## config.mk

```make
export PLATFORM = sky130hd
export DESIGN_NAME = inst_buffer
export DESIGN_NICKNAME = d
export VERILOG_FILES = /design/src/rtl/inst_buffer.sv
export SDC_FILE = /design/constraint.sdc
export NUM_CORES = 1
export LEC_CHECK = 0
export CAP_MARGIN = 40
export CORE_ASPECT_RATIO = 0.6
export CORE_MARGIN = 2
export CORE_UTILIZATION = 40
export DETAILED_ROUTE_END_ITERATION = 16
export PLACE_DENSITY = 0.68
export RECOVER_POWER = 50
export SETUP_SLACK_MARGIN = 0.02
export SKIP_CTS_REPAIR_TIMING = 1
export SLEW_MARGIN = 20
export SYNTH_ARGS = -nofsm -noshare
export SYNTH_HDL_FRONTEND = slang
export SYNTH_SLANG_ARGS = --single-unit
```

## constraint.sdc

```tcl
create_clock -name clock -period 14.02 [get_ports clock]
set_clock_uncertainty 0.15 [all_clocks]
set_input_delay 2.804 -clock clock [delete_from_list [all_inputs] [get_ports clock]]
set_output_delay 2.804 -clock clock [all_outputs]
set_load 0.01 [all_outputs]
```

## src/rtl/inst_buffer.sv

```systemverilog
// rtl/inst_buffer.sv - in-order instruction fetch queue between ifetch and decode
// Packet layout: [96] valid, [95:64] inst, [63:32] PC, [31:0] NPC.
module inst_buffer #(
   parameter int DEPTH              = 8,
   parameter int ALMOST_FULL_THRESH = 6
) (
   input  logic                     clock,
   input  logic                     reset,
   input  logic [96:0]              if_packet_in,
   output logic                     if_valid,
   input  logic                     flush,
   output logic [96:0]              out_packet,
   input  logic                     out_ready,
   output logic [$clog2(DEPTH):0]   count,
   output logic                     almost_full,
   output logic                     empty
);
   localparam int            PW      = $clog2(DEPTH);
   localparam logic [PW:0]   DEPTH_C = (PW+1)'(DEPTH);
   localparam logic [PW:0]   AF_C    = (PW+1)'(ALMOST_FULL_THRESH);
   localparam logic [PW:0]   CNT_ONE = (PW+1)'(1);
   localparam logic [PW-1:0] PTR_ONE = PW'(1);

   logic [95:0]   mem [DEPTH];
   logic [PW-1:0] head;
   logic [PW-1:0] tail;
   logic          push;
   logic          pop;

   // if_valid looks only at registered count, so a pop never frees a slot in the same cycle
   assign if_valid    = (count < DEPTH_C) && !reset;
   assign out_packet  = {count != '0, mem[head]};
   assign push        = if_packet_in[96] && if_valid && !flush;
   assign pop         = out_packet[96] && out_ready && !flush;
   assign almost_full = count >= AF_C;
   assign empty       = count == '0;

   always_ff @(posedge clock) begin
      if (push) begin
         mem[tail] <= if_packet_in[95:0];
      end
   end

   always_ff @(posedge clock) begin
      if (reset || flush) begin
         head  <= '0;
         tail  <= '0;
         count <= '0;
      end else begin
         if (push) begin
            tail <= tail + PTR_ONE;
         end
         if (pop) begin
            head <= head + PTR_ONE;
         end
         case ({push, pop})
            2'b10:   count <= count + CNT_ONE;
            2'b01:   count <= count - CNT_ONE;
            default: count <= count;
         endcase
      end
   end
endmodule

```

==> key figures, run 1 <==
Cells and area
  • Commonest non-fill, non-tap cells in the layout: edfxtp_1, mux4_2, clkdlybuf4s50_1, dlygate4sd3_1, mux2_2
  • P&R area growth vs syn: 19.5%
  • Fill count: 5767
  • Most common cell after layout, fill and taps aside: edfxtp_1
  • Share of layout cells above drive strength 1: 28.7%
  • # nets final: 1557

Clock network
  • Worst-path clk slew: 0.07 ns
  • # H-tree levels: 3
  • Clock root cell: clkbuf_16
  • CTS tree: done
  • CTS Buf Count: 72
  • Max clock buf depth: 3
  • Later-pin clock latency in the skew report: 0.60 ns
  • Sink Count: 781

STA
  • Final hold vios: 0
  • Fin Setup TNS: 0 ns
  • F_max: 0.135 GHz
  • Worst Max-Slew Pin Slew: 1.40 ns
  • Tmin final: 7.40 ns
  • Fin crit share: 52.8%
  • Max-slew violation count: 0
  • RSZ-0062 raised after global routing: false
  • Final setup vio count: 0
  • Relative slew slack: 6.88%

Synth
  • Yosys warnings: 0
  • Post-synthesis sequential area ratio: 79.1%
  • Synth Register Bits: 781
  • Post-Synthesis Cells: 1191
  • Net count after synthesis: 1297
  • Post-synthesis area per instance: 24.8 um^2
  • Library cells used by synthesis: 28
  • Synthesized cell area: 29500 um^2

Placement
  • GP Congestion: 0.722
  • Port Buffer Count: 204
  • Hpwl dp: 32.7 mm

Routing
  • DRT Pass-1 Iters: 5
  • Vias per cell: 5.20
  • DRC: 0
  • Initial DRC Count: 1079
  • Wirelength per Cell: 23.8 um
  • Final WL: 59.4 mm
  • Vias: 12987
  • Post-DRT Antenna Nets: 0

Critical path
  • Crit path max fanout: 95
  • Startpoint types: register
  • CP max stage cell: dfxtp_4
  • Crit Path Category: reg -> out
  • R2r worst-path depth: 7
  • Reg-to-reg endpoint: mem[2][71]
  • Setup slack, reg-to-reg: 10.17 ns
  • Worst r2r src: count[3]
  • Worst path arrival time: 4.45 ns
  • CP Capture Type: output port
  • CP peak stage delay: 0.67 ns
  • CP most frequent cell: buf_12
  • Crit path cell chain: buf_12, buf_12, buf_4, buf_16, mux4_2, mux2_2, clkdlybuf4s50_1
  • WP data required: 11.07 ns

Floorplan
  • Chip width: 355 um
  • Cell row count: 77
  • Die Area: 76000 um^2
  • Initial Utilization: 40.2%
  • Die height: 214 um
  • Total core area: 73300 um^2
  • I/O pin cnt: 205

Global route
  • Gr ovfl total: 0
  • Initial antenna violation count: 12
  • Global-route wire length before repair: 88.6 mm
  • Number of global-route vias before repair: 13617
  • Gr usage total: 15.7%
  • Largest net degree at the start of global routing: 96

Run status
  • Status: finished, final reports clean

Flow run
  • Max_cap viols: 0

Power and ir drop
  • LEAKAGE: 0.0107 uW
  • Max rail drop VDD: 104 uV
  • Power per cell area: 129 nW/um^2
  • Total power: 4540 uW

Min path
  • Hold WC Path Type: reg -> reg
  • Hold path startpoint: head[1]
  • WHS Path Cells: 2
[cells by family (layout without fill, tap and decap cells)]
family / Yosys count / count (layout) / share of synthesized area, %
DFF: 781 / 781 / 79.1
other: 0 / 4 / 0
buffers and inverters: 58 / 372 / 1.26
adders and majority gates: 5 / 5 / 0.212
and+or+nand+nor: 42 / 42 / 0.687
xor gates and xnor gates: 7 / 7 / 0.208
AOI/OAI and AO/OA: 8 / 8 / 0.153
muxes: 290 / 290 / 18.4
[power by group]
part / switching, uW / internal (uW)
Combinational: 57.6 / 53.1
Clock: 834 / 1010
Sequential: 3.29 / 2570
Total: 895 / 3640
[area by class of cell]
type	count	area [um^2]	area share (%)
inverter	1	3.75	0.0106
tap	987	1230	3.50
clock inverter	41	309	0.877
antenna	4	10.0	0.0284
multi-input combinational	352	5840	16.6
timing repair buffer	243	2610	7.40
clock buffer	87	1900	5.39
sequential	781	23300	66.2
[synth_stat cells]
| library cell | count | area [um^2] |
|---|---|---|
| nand3_1 | 4 | 20.0 |
| buf_6 | 20 | 225 |
| ha_1 | 5 | 62.6 |
| or2_2 | 2 | 12.5 |
| inv_1 | 1 | 3.75 |
| a21oi_1 | 4 | 20.0 |
| clkbuf_1 | 19 | 71.3 |
| nand2b_1 | 4 | 25.0 |
| a21o_1 | 1 | 7.51 |
| buf_1 | 14 | 52.6 |
| mux4_2 | 192 | 4320 |
| nor2_1 | 18 | 67.6 |
| buf_2 | 4 | 20.0 |
| or4_1 | 2 | 15.0 |
| nor2b_1 | 1 | 6.26 |
| nor3b_1 | 1 | 7.51 |
| mux2i_1 | 2 | 20.0 |
| o21ai_0 | 2 | 10.0 |
| nor4bb_1 | 1 | 10.0 |
| xnor2_1 | 1 | 8.76 |
| a22oi_1 | 1 | 7.51 |
| edfxtp_1 | 768 | 23100 |
| nand2_1 | 6 | 22.5 |
| dfxtp_1 | 13 | 260 |
| xor2_1 | 6 | 52.6 |
| or3_1 | 1 | 6.26 |
| mux2_2 | 96 | 1080 |
| nor3_1 | 2 | 10.0 |
[worst max path at each step]
stage                     end  depth (start not counted)        startpoint  slack, ns
6_report       out_packet[29]                          7          register       6.62
5_1_grt        out_packet[29]                          7          register       6.17
4_1_cts        out_packet[32]                          7          register       6.40
3_5_place_dp   out_packet[32]                          7          register       7.08
3_3_place_gp   out_packet[80]                          5          register       6.80
2_1_floorplan       mem[0][0]                          4  if_packet_in[96]       3.15
[stage by stage]
stage	instances	setup WS, ns	instance area, um^2	utilization, %	hold WS [ns]
4_1_cts	2486	6.40	35100	47.9	0.344
3_3_place_gp	2347	6.80	32600	44.5	0.318
2_1_floorplan	1191	3.15	29500	-	0.304
6_report	2496	6.62	35200	48.1	0.336
3_5_place_dp	2358	7.08	32900	44.9	0.325
5_1_grt	2493	6.17	35200	48.1	0.362
[worst max-delay path: cells and delay by family, from the launching register on]
kind / cells / cell delay, ns
DFF: 1 / 0.67
muxes: 2 / 0.81
buffers and inverters: 5 / 2.25
[per-layer routing]
metal	part of all wire (%)	up-vias	track usage, %
li1	-	5606	-
met1	45	6962	22.6
met2	47	326	24.0
met3	6.7	85	4.26
met4	1.8	8	3.83
met5	0.098	-	0
[state kept, by name, summed over array words and instances, names as in the netlist, named ones only]
signal  flops
mem       768
count       4
head        3
tail        3
Power figures use the tool's default switching activity.
==> run 2, diff against run 1 <==
--- a/config.mk
+++ b/config.mk
@@ -10,7 +10,7 @@
 export CORE_MARGIN = 2
 export CORE_UTILIZATION = 40
 export DETAILED_ROUTE_END_ITERATION = 16
-export PLACE_DENSITY = 0.68
+export PLACE_DENSITY = 0.7
 export RECOVER_POWER = 50
 export SETUP_SLACK_MARGIN = 0.02
 export SKIP_CTS_REPAIR_TIMING = 1
==> constraint.sdc (replaced) <==
create_clock -name clock -period 6.64 [get_ports clock]
set_clock_uncertainty 0.15 [all_clocks]
set_input_delay 1.328 -clock clock [delete_from_list [all_inputs] [get_ports clock]]
set_output_delay 1.328 -clock clock [all_outputs]
set_load 0.01 [all_outputs]
==> run 2 against run 1 <==
  * The flow now finishes with violations (max-capacitance violations, max-slew violations)
  * Die area unchanged
  * Total power increased by 110%
  * Combinational power increased by 110%
  * Largest cell class unchanged
  * Highest routed layer unchanged
==> key figures, run 2 (synthesized netlist as in run 1, its figures left out) <==
Cells and area
  • P&R area growth vs syn: 19.3%
  • Design Area, Final: 35200 um^2
  • Largest Register: mem
  • Most common cell after layout, fill and taps aside: edfxtp_1
  • Fill count: 5838
  • Post-layout util: 48.0%
  • Commonest non-fill, non-tap cells in the layout: edfxtp_1, mux4_2, clkdlybuf4s50_1, dlygate4sd3_1, mux2_2
  • Largest regs: mem: 768 flops, count: 4 flops
  • # nets final: 1545
  • Max FFs per register: 768
  • Share of layout cells above drive strength 1: 28.0%

Global route
  • Gr usage total: 15.3%
  • Gr ovfl total: 0
  • Largest net degree at the start of global routing: 107
  • Number of global-route vias before repair: 13851
  • Initial antenna violation count: 11
  • Global-route wire length before repair: 86.9 mm

Routing
  • Vias: 13011
  • Initial DRC Count: 1151
  • Vias per cell: 5.23
  • Wirelength per Cell: 23.2 um
  • DRC: 0
  • Post-DRT Antenna Nets: 0
  • DRT Pass-1 Iters: 5
  • Final WL: 57.7 mm

Clock network
  • CTS tree: done
  • CTS Buf Count: 74
  • Max clock buf depth: 3
  • Worst-path clk slew: 0.06 ns
  • Later-pin clock latency in the skew report: 0.60 ns
  • Clock root cell: clkbuf_16
  • # H-tree levels: 3
  • Sink Count: 781

STA
  • Max-slew violation count: 11
  • Tmin final: 4.83 ns
  • Final setup vio count: 0
  • RSZ-0062 raised after global routing: false
  • WHS: 0.339 ns
  • Final hold vios: 0
  • Relative slew slack: -7.47%
  • Worst Max-Slew Pin Slew: 1.61 ns
  • Fin crit share: 72.8%
  • F_max: 0.207 GHz

Placement
  • GP Congestion: 0.703
  • Hpwl dp: 30.2 mm
  • Dpl cell area: 32900 um^2
  • Port Buffer Count: 204

Power and ir drop
  • LEAKAGE: 0.0106 uW
  • Cell Int Power: 7820 uW
  • Total power: 9680 uW
  • Switch share: 19.2%
  • Sequential share of power: 56.2%
  • Comb pwr share: 2.4%
  • Power per cell area: 275 nW/um^2
  • Clk pwr share: 41.4%
  • Max rail drop VDD: 163 uV
  • Net Switching: 1860 uW

Critical path
  • Startpoint types: register
  • Setup slack, reg-to-reg: 2.99 ns
  • Worst path arrival time: 3.35 ns
  • WP data required: 5.16 ns
  • Crit path max fanout: 46
  • Crit Path Category: reg -> out
  • CP Capture Type: output port

Floorplan
  • Initial Utilization: 40.2%
  • Cell row count: 77
  • Die height: 214 um
  • Die Area: 76000 um^2
  • Total core area: 73300 um^2
  • I/O pin cnt: 205
  • Chip width: 355 um

Min path
  • Hold WC Path Type: reg -> reg

Run status
  • Status: finished, violations left
  • Failing checks: max-capacitance violations, max-slew violations

Flow run
  • Max_cap viols: 1
-- run 2: power by group through the flow --
| stage | logic, uW | clock network [uW] | registers [uW] |
|---|---|---|---|
| after floorplan | 74.7 | 0 | 5550 |
| after global placement | 233 | 0 | 5550 |
| after detailed placement | 244 | 0 | 5550 |
| after CTS | 245 | 4120 | 5440 |
| after global routing | 251 | 4320 | 5440 |
| final | 232 | 4010 | 5440 |
-- run 2: final cells by class --
class | instances | area, um^2 | area share (%)
well taps | 987 | 1230 | 3.51
diodes | 5 | 12.5 | 0.0356
inverters | 1 | 3.75 | 0.0107
flip-flops and latches | 781 | 23300 | 66.3
clock inverters | 39 | 289 | 0.822
clock buffers | 93 | 1990 | 5.65
multi-input cells | 352 | 5840 | 16.6
repair buffers | 229 | 2480 | 7.05
-- run 2: final timing paths --
| kind | from | to | depth (start not counted) |
|---|---|---|---|
| setup / recovery | register | out_packet[25] | 4 |
| hold / removal | head[1] | register | 2 |
| setup reg to reg | count[3] | mem[3][78] | 5 |
| hold reg to reg | head[1] | register | 2 |
-- run 2: layer usage --
layer	GRT usage (%)	wire, um	vias to the layer above	share of wire, %
met1	21.5	25500	6948	44
met3	3.74	3530	86	6.1
met4	3.59	968	10	1.7
li1	-	-	5618	-
met2	24.2	27700	349	48
met5	0	63	-	0.11
-- run 2: metrics by stage --
step / setup TNS (ns) / worst slack (ns) / std cells
2_1_floorplan: -45.98 / -0.160 / 1191
3_3_place_gp: 0 / 2.30 / 2345
3_5_place_dp: 0 / 2.32 / 2348
4_1_cts: 0 / 1.65 / 2480
5_1_grt: 0 / 1.64 / 2483
6_report: 0 / 1.81 / 2487
-- run 2: critical path, cell delays in order (launching register included) --
cell and delay, ns:
dfxtp_4 0.81, buf_4 0.65, mux4_2 0.42, mux2_2 0.27, clkdlybuf4s50_1 0.52
==> run 3, diff against run 2 <==
--- a/config.mk
+++ b/config.mk
@@ -10,7 +10,7 @@
 export CORE_MARGIN = 2
 export CORE_UTILIZATION = 40
 export DETAILED_ROUTE_END_ITERATION = 16
-export PLACE_DENSITY = 0.7
+export PLACE_DENSITY = 0.68
 export RECOVER_POWER = 50
 export SETUP_SLACK_MARGIN = 0.02
 export SKIP_CTS_REPAIR_TIMING = 1
==> constraint.sdc (replaced) <==
create_clock -name clock -period 4.6 [get_ports clock]
set_clock_uncertainty 0.15 [all_clocks]
set_input_delay 0.92 -clock clock [delete_from_list [all_inputs] [get_ports clock]]
set_output_delay 0.92 -clock clock [all_outputs]
set_load 0.01 [all_outputs]
==> run 3 against run 2 <==
  * The flow still finishes with violations (max-capacitance violations, max-slew violations)
  * Total power rose by 45%
  * Worst setup slack got worse by 1.4 ns
  * Clock power rose by 46%
  * Register-to-register slack got worse by 1.7 ns
  * Global-route usage rose by 0.34 points
  * Combinational power rose by 47%
  * Non-clock buffer count rose by 22
  * Critical endpoint is now out_packet[94]
  * Largest power group unchanged
==> key figures, run 3 (synthesized netlist as in run 1, its figures left out) <==
Global route
  • Gr usage total: 15.6%
  • Initial antenna violation count: 20
  • Largest net degree at the start of global routing: 97
  • Global-route wire length before repair: 88.9 mm
  • Number of global-route vias before repair: 13872
  • Gr ovfl total: 0

Clock network
  • Worst-path clk slew: 0.06 ns
  • CTS tree: done
  • Later-pin clock latency in the skew report: 0.60 ns
  • CTS Buf Count: 75
  • Clock root cell: clkbuf_16
  • Max clock buf depth: 3
  • # H-tree levels: 3
  • Sink Count: 781

Routing
  • Wirelength per Cell: 23.3 um
  • Vias: 13097
  • Initial DRC Count: 1236
  • DRC: 0
  • Post-DRT Antenna Nets: 0
  • DRT Pass-1 Iters: 5
  • Vias per cell: 5.20
  • Final WL: 58.7 mm

Critical path
  • WP data required: 3.53 ns
  • Worst path arrival time: 3.14 ns
  • CP Capture Type: output port
  • Crit Path Category: reg -> out
  • Crit path max fanout: 27
  • Startpoint types: register
  • CP peak stage delay: 0.78 ns
  • CP max stage cell: dfxtp_4
  • Crit path cell chain: buf_4, mux4_2, mux2_2, clkdlybuf4s50_1

Power and ir drop
  • Power per cell area: 396 nW/um^2
  • Switch share: 19.2%
  • Sequential share of power: 55.8%
  • Cell Int Power: 11400 uW
  • Max rail drop VDD: 266 uV
  • LEAKAGE: 0.0108 uW
  • Net Switching: 2710 uW
  • Clk pwr share: 41.7%
  • Comb pwr share: 2.4%

STA
  • Relative slew slack: -17.2%
  • Max-slew violation count: 98
  • Final setup vio count: 0
  • Tmin final: 4.21 ns
  • RSZ-0062 raised after global routing: false
  • F_max: 0.238 GHz
  • Fin crit share: 91.4%
  • Worst Max-Slew Pin Slew: 1.76 ns
  • Final hold vios: 0

Cells and area
  • Area of the multi-input gates: 5840 um^2
  • # nets final: 1568
  • Register cell area after layout: 23300 um^2
  • P&R area growth vs syn: 20.4%
  • Share of layout cells above drive strength 1: 29.5%
  • Max FFs per register: 768
  • Largest Register: mem
  • Largest regs: mem: 768 flops, count: 4 flops
  • Commonest non-fill, non-tap cells in the layout: edfxtp_1, mux4_2, clkdlybuf4s50_1, dlygate4sd3_1, mux2_2
  • Design Area, Final: 35500 um^2
  • Most common cell after layout, fill and taps aside: edfxtp_1
  • Post-layout util: 48.4%
  • Fill count: 5817

Floorplan
  • Chip width: 355 um
  • Total core area: 73300 um^2
  • I/O pin cnt: 205
  • Die height: 214 um
  • Cell row count: 77
  • Initial Utilization: 40.2%
  • Die Area: 76000 um^2

Placement
  • Hpwl dp: 33.6 mm
  • GP Congestion: 0.716
  • Dpl cell area: 33200 um^2
  • Port Buffer Count: 204

Min path
  • Hold WC Path Type: reg -> reg

Run status
  • Failing checks: max-capacitance violations, max-slew violations
  • Status: finished, violations left

Flow run
  • Max_cap viols: 2
-- run 3: stage by stage --
stage               total power, uW  hold WS, ns  TNS [ns]  setup slack [ns]  std cells
global placement               8360        0.321         0             0.748       2371
global route                  14500        0.377         0             0.207       2511
finish                        14100        0.345         0             0.394       2517
CTS                           14200        0.352         0             0.269       2508
detailed placement             8370        0.337         0             0.736       2371
floorplan                      8120        0.304   -761.47             -1.57       1191
-- run 3: cell type report --
type                            count  area share, %
Antenna cell                        8         0.0564
Clock buffer                       99           5.62
Clock inverter                     38          0.980
Inverter                            1         0.0106
Multi-Input combinational cell    352           16.5
Sequential cell                   781           65.7
Tap cell                          987           3.48
Timing Repair Buffer              251           7.67
-- run 3: power by group through the flow --
| stage | Clock, uW | Sequential [uW] | Combinational [uW] |
|---|---|---|---|
| 2_1_floorplan | 0 | 8010 | 108 |
| 3_3_place_gp | 0 | 8010 | 350 |
| 3_5_place_dp | 0 | 8010 | 362 |
| 4_1_cts | 6030 | 7860 | 364 |
| 5_1_grt | 6290 | 7860 | 371 |
| 6_report | 5870 | 7860 | 341 |
-- run 3: path summary, 6_finish.rpt --
check / from / end / slack [ns] / cells past startpoint
hold / removal: head[1] / register / 0.35 / 2
setup / recovery: register / out_packet[94] / 0.39 / 4
hold reg to reg: head[1] / register / 0.35 / 2
setup reg to reg: count[3] / mem[2][33] / 1.27 / 6
-- run 3: metal layers --
layer  wire length, um  vias to the layer above  track usage, %  share of wire, %
li1                  -                     5641               -                 -
met4               969                       16            3.87               1.7
met3              3970                       93            3.77               6.8
met2             26800                      326            23.4                46
met1             26800                     7021            23.2                46
met5               100                        -               0              0.17
-- run 3: worst max-delay path, delay by kind of cell, from the launching register on --
kind                   cells  cell delay [ns]
DFF                        1             0.78
buffers and inverters      2             0.90
muxes                      2             0.82
